### src/rtl/pipe_hold_ctrl.sv
// pipe_hold_ctrl: merges core hold/flush requests into one hold level and rations rib bus ownership
// Ports: clk; rst (active-low, async); jump_flag_i/jump_addr_i redirect from ex;
//   hold_flag_ex_i, hold_flag_clint_i, jtag_halt_i hold sources; hold_flag_rib_i external
//   bus request; rib_grant_o bus grant; hold_flag_o 0 none/1 pc/2 if/3 id;
//   jump_flag_o/jump_addr_o redirect to pc_reg; stall_cnt_o saturating held-cycle count.
module pipe_hold_ctrl #(
  parameter int FLUSH_CYCLES = 1,
  parameter int RIB_MAX_HOLD = 16
) (
  input  logic        clk,
  input  logic        rst,
  input  logic        jump_flag_i,
  input  logic [31:0] jump_addr_i,
  input  logic        hold_flag_ex_i,
  input  logic        hold_flag_clint_i,
  input  logic        jtag_halt_i,
  input  logic        hold_flag_rib_i,
  output logic        rib_grant_o,
  output logic [2:0]  hold_flag_o,
  output logic        jump_flag_o,
  output logic [31:0] jump_addr_o,
  output logic [31:0] stall_cnt_o
);
  typedef enum logic [1:0] {RUN, FLUSH, RIB, RIB_DEFER} state_t;
  state_t state, state_nxt;
  logic [2:0]  flush_cnt, flush_cnt_nxt;
  logic [31:0] rib_cnt, rib_cnt_nxt;
  logic [31:0] stall_cnt;
  logic        hold_id;
  always_comb begin
    hold_id     = rst & (jump_flag_i | state == FLUSH | hold_flag_ex_i | hold_flag_clint_i);
    rib_grant_o = rst & hold_flag_rib_i & ~hold_id & ~jtag_halt_i & state != RIB_DEFER
                  & rib_cnt < 32'(RIB_MAX_HOLD);
    hold_flag_o = hold_id ? 3'd3 : ((rst & jtag_halt_i) | rib_grant_o) ? 3'd1 : 3'd0;
    jump_flag_o = rst & jump_flag_i;
    jump_addr_o = jump_flag_o ? jump_addr_i : 32'h0;
    state_nxt     = RUN;
    flush_cnt_nxt = '0;
    rib_cnt_nxt   = '0;
    // jump beats everything; an ungranted rib cycle always falls back to RUN
    if (jump_flag_i) begin
      state_nxt     = FLUSH_CYCLES > 1 ? FLUSH : RUN;
      flush_cnt_nxt = 3'(FLUSH_CYCLES - 1);
    end else if (state == FLUSH && flush_cnt > 3'd1) begin
      state_nxt     = FLUSH;
      flush_cnt_nxt = flush_cnt - 3'd1;
    end else if (rib_grant_o) begin
      rib_cnt_nxt = rib_cnt + 32'd1;
      state_nxt   = rib_cnt_nxt >= 32'(RIB_MAX_HOLD) ? RIB_DEFER : RIB;
    end
  end
  always_ff @(posedge clk or negedge rst) begin
    if (!rst) begin
      state     <= RUN;
      flush_cnt <= '0;
      rib_cnt   <= '0;
      stall_cnt <= '0;
    end else begin
      state     <= state_nxt;
      flush_cnt <= flush_cnt_nxt;
      rib_cnt   <= rib_cnt_nxt;
      if (hold_flag_o != 3'd0 && stall_cnt != 32'hFFFF_FFFF) stall_cnt <= stall_cnt + 32'd1;
    end
  end
  assign stall_cnt_o = stall_cnt;
endmodule

### config.mk
export PLATFORM = sky130hd
export DESIGN_NAME = pipe_hold_ctrl
export DESIGN_NICKNAME = d
export VERILOG_FILES = /design/src/rtl/pipe_hold_ctrl.sv
export SDC_FILE = /design/constraint.sdc
export NUM_CORES = 1
export LEC_CHECK = 0
export BUFFER_PORTS_ARGS = -buffer_cell sky130_fd_sc_hd__buf_2
export CORE_ASPECT_RATIO = 0.7
export CORE_UTILIZATION = 49
export CTS_CLUSTER_SIZE = 24
export DETAILED_ROUTE_END_ITERATION = 10
export GPL_ROUTABILITY_DRIVEN = 0
export HOLD_SLACK_MARGIN = 0.15
export PLACE_DENSITY_LB_ADDON = 0.1
export SLEW_MARGIN = 30
export SYNTH_ARGS = -nofsm -noshare
export SYNTH_HDL_FRONTEND = slang
export SYNTH_SLANG_ARGS = --single-unit
### constraint.sdc
create_clock -name clk -period 2.63 [get_ports clk]
set_input_delay 0.526 -clock clk [delete_from_list [all_inputs] [get_ports clk]]
set_output_delay 0.526 -clock clk [all_outputs]
set_load 0.01 [all_outputs]
==> summary.md <==
| Metric | Value |
|---|---|
| Run status | `completed` |
| Count of vias placed by the detailed router | `2419` |
| Overflow after GRT | `0` |
| Area taken by flip-flops and latches | `0.00173 mm^2` |
| Root Buffer | `sky130_fd_sc_hd__clkbuf_8` |
| Number of nets with antenna violations after detailed routing | `0` |
| Post-DR vias/cell | `5.00` |
| Headroom to the max-slew limit | `63.5%` |
| Post-synth EDFFs | `0` |
| Top cell type by total area after synthesis | `sky130_fd_sc_hd__dfrtp_1` |
| I/O Pins | `108` |
| R2r endpoint | `stall_cnt_o[31]$_DFFE_PN0P_` |
| Startpoint types | `flip-flop` |
| Total negative slack | `0 ps` |
| Total of warnings raised by yosys | `0` |
| Remaining DRCs | `0` |
| Delay of the slowest cell on the worst path | `490 ps` |
| Clk_lat worst skew | `350 ps` |
| Achievable clock frequency | `396 MHz` |
| Total placed instance area | `0.00374 mm^2` |
| Sequential share of power | `50.0%` |
| CTS sink count | `69` |
| Starting density of the core | `52.1%` |
| CTS max path bufs | `2` |
| Clock buffers created by TritonCTS | `9` |
| Library cell contributing the largest single delay on the critical path | `sky130_fd_sc_hd__or3_4` |
| Class of the most critical hold timing path | `in2async` |
| Mapped Avg Cell Area | `11.5 um^2` |
| Layout Cell Area excl Fill | `0.00398 mm^2` |
| Largest net degree at the start of global routing | `45` |
| Cell area after synthesis | `0.00304 mm^2` |
| Pre-antenna DRT Iters | `4` |
| Average wire length per cell after detail routing | `14.4 um` |
| Cell leakage power | `2.26 nW` |
| Number of antenna violations at the first check in global routing | `0` |
| Logic pwr share | `12.3%` |
| Top area cells in the synthesized netlist | `sky130_fd_sc_hd__dfrtp_1, sky130_fd_sc_hd__and3_1, sky130_fd_sc_hd__xnor2_1, sky130_fd_sc_hd__xor2_1, sky130_fd_sc_hd__nor2_1` |
| Core Util, Final | `68.2%` |
| Count of buffering cells on the critical path with inverters included | `2` |
| Total internal power | `1.73 mW` |
| Time the final worst path needs with I/O delays and setup | `2520 ps` |
| Share of final-layout standard cells stronger than drive strength 1 | `35.7%` |
| R2R depth | `7` |
| Switching share of power | `27.2%` |
| Final hold violation count | `0` |
| Final-layout fill cell count | `474` |
| Fraction of the yosys area taken by sequential cells | `56.7%` |
| Count of input and output buffers | `106` |
| Post-synthesis to final-layout area growth | `30.9%` |
| Clock-pin slew of the registers on the worst-case setup and hold paths | `80 ps` |
| Number of global-route vias before repair | `2232` |
| Req. time, crit path | `2100 ps` |
| Cell-by-cell listing of the critical path | `nor4_2, nand4_1, or3_4, inv_1, buf_2` |
| Htree depth | `3` |
| Critical Path AT | `2000 ps` |
| Share of the synthesized area in the top cell type | `56.7%` |
| Core outline area | `0.00584 mm^2` |
| Y dimension of the die | `67.9 um` |
| Most used DFF post-synth | `sky130_fd_sc_hd__dfrtp_1` |
| Unrepaired setup endpoints after global routing | `no` |
| Final cycle utilization of the critical path | `95.9%` |
| Final count of negative-setup-slack endpoints | `0` |
| Antenna cell count | `0` |
| Post-route clock skew | `8.64 ps` |
| Peak fanout along the critical path | `7` |
| Power density over cell area | `597 mW/mm^2` |
| Most frequent cells in the layout | `sky130_fd_sc_hd__buf_2, sky130_fd_sc_hd__dfrtp_1, sky130_fd_sc_hd__and3_1, sky130_fd_sc_hd__conb_1, sky130_fd_sc_hd__nor2_1` |
| Aggregate global-route resource usage | `22.2%` |
| Worst reg2reg startpoint | `rib_cnt[28]$_DFF_PN0_` |
| Total number of placement rows | `23` |
| Slew at the pin closest to its max-slew limit | `547 ps` |
| Global-route wire length before repair | `10.5 mm` |
| Die Span X | `96.2 um` |
| Count of buffers added by post-CTS timing repair for setup | `0` |
| Total wire length after detailed routing | `6.97 mm` |
| Fraction of power consumed by the clock network | `37.7%` |
| TritonCTS clock tree | `done` |
| Flip-flop and latch count after synthesis | `69` |
| Final Slew Violations | `0` |
| Internal reg-to-reg setup slack | `420 ps` |
| Leading cell type in the layout, fill and taps excluded | `sky130_fd_sc_hd__buf_2` |
| Worst path top cell family by delay | `simple AND/OR/NAND/NOR gates` |
| Detailed-placement wirelength estimate | `5.04 mm` |
| Library cells used by synthesis | `36` |
| Nets | `446` |
| Share of async-settable or async-resettable flops after synthesis | `100%` |
| Maximum vdd ir drop | `0.000524 V` |
| Reported net switching power | `0.646 mW` |
| Critical path class | `reg2out` |
| Crit end category | `output pin` |
| Multi-input combinational cell area | `0.00133 mm^2` |
| Die ar. | `0.00653 mm^2` |
| First DRT Iteration DRCs | `113` |
| MaxCap Viol Count | `0` |
| Number of instances in the synthesized netlist | `265` |
-- Yosys cell counts, types with 2 or more instances --
cell                        n
sky130_fd_sc_hd__and2_1     3
sky130_fd_sc_hd__and3_1    43
sky130_fd_sc_hd__and4_1     4
sky130_fd_sc_hd__buf_4      2
sky130_fd_sc_hd__buf_6      3
sky130_fd_sc_hd__clkbuf_1   8
sky130_fd_sc_hd__dfrtp_1   69
sky130_fd_sc_hd__ha_1       3
sky130_fd_sc_hd__inv_1      5
sky130_fd_sc_hd__nand2_1   15
sky130_fd_sc_hd__nand3_1   12
sky130_fd_sc_hd__nand4_1   11
sky130_fd_sc_hd__nand4_2    2
sky130_fd_sc_hd__nor2_1    20
sky130_fd_sc_hd__nor3_2     4
sky130_fd_sc_hd__nor4_1     6
sky130_fd_sc_hd__o21ai_0    2
sky130_fd_sc_hd__or3_1      2
sky130_fd_sc_hd__xnor2_1   18
sky130_fd_sc_hd__xor2_1    17
-- state kept, by name, indices dropped and copies added (netlist names) --
signal,flops
stall_cnt_o,32
state,2
flush_cnt,3
rib_cnt,32
-- area by class of cell --
type,count,share of cell area (%)
repair buffers,115,15.2
inverters,5,0.471
well taps,75,2.36
multi-input cells,204,33.4
clock inverters,6,1.73
clock buffers,10,3.45
flip-flops and latches,69,43.3
-- cell families (layout without fill, tap and decap cells) --
kind of cell               count (synthesis)  in the layout  synth area share [%]
DFF                                       69             69                  56.7
xor gates and xnor gates                  35             35                  10.1
buffers and inverters                     19            136                  3.37
other                                      1             28                 0.123
adders and majority gates                  3              3                  1.23
and+or+nand+nor                          130            130                  25.6
AOI/OAI and AO/OA                          8              8                  2.84
-- what timing repair did --
item	4_1_cts	5_1_grt
hold buffers	2	0
gates resized for setup	0	3
hold endpoints to repair	9	0
endpoints found under the setup margin	0	1
-- per-stage QoR --
step                std cells  setup WS (ps)  power (mW)  hold slack, ps
finish                    484            107        2.38             333
global route              484           3.46        2.49             366
CTS                       484           51.7        2.40             324
detailed placement        466            299        1.50             420
global placement          466            353        1.49             413
floorplan                 292            478        1.35             230
-- worst max path at each step --
| stage | slack, ps | startpoint | to | depth (start not counted) |
|---|---|---|---|---|
| 2_1_floorplan | 480 | jump_flag_i | rib_grant_o | 6 |
| 3_5_place_dp | 300 | jump_flag_i | rib_grant_o | 6 |
| 6_report | 110 | rib_cnt[28]$_DFF_PN0_ | rib_grant_o | 5 |
| 3_3_place_gp | 350 | jump_flag_i | rib_grant_o | 6 |
| 4_1_cts | 50 | rib_cnt[20]$_DFF_PN0_ | rib_grant_o | 5 |
| 5_1_grt | 3 | rib_cnt[28]$_DFF_PN0_ | rib_grant_o | 5 |
-- worst register-to-register path: stages (launching register included) --
cell and delay, ps:
sky130_fd_sc_hd__dfrtp_1 380, sky130_fd_sc_hd__nor4_2 320, sky130_fd_sc_hd__nand4_1 250, sky130_fd_sc_hd__o31ai_4 430, sky130_fd_sc_hd__o31ai_2 130, sky130_fd_sc_hd__buf_4 200, sky130_fd_sc_hd__nor3_1 230, sky130_fd_sc_hd__xor2_1 180
-- power groups by stage --
stage	Combinational (mW)	Sequential, mW	Clock, mW
after floorplan	0.136	1.22	0
after global placement	0.287	1.21	0
after detailed placement	0.292	1.21	0
after CTS	0.294	1.19	0.914
after global routing	0.331	1.20	0.953
final	0.293	1.19	0.897
-- routing by layer --
metal	share of wire (%)	global-route usage, %	vias up
li1	-	-	1168
met1	43	27.6	1147
met2	47	37.2	93
met3	8.3	6.67	11
met4	1.5	7.84	0
met5	0	0	-
Note: power is estimated with default switching activity, not from simulation.
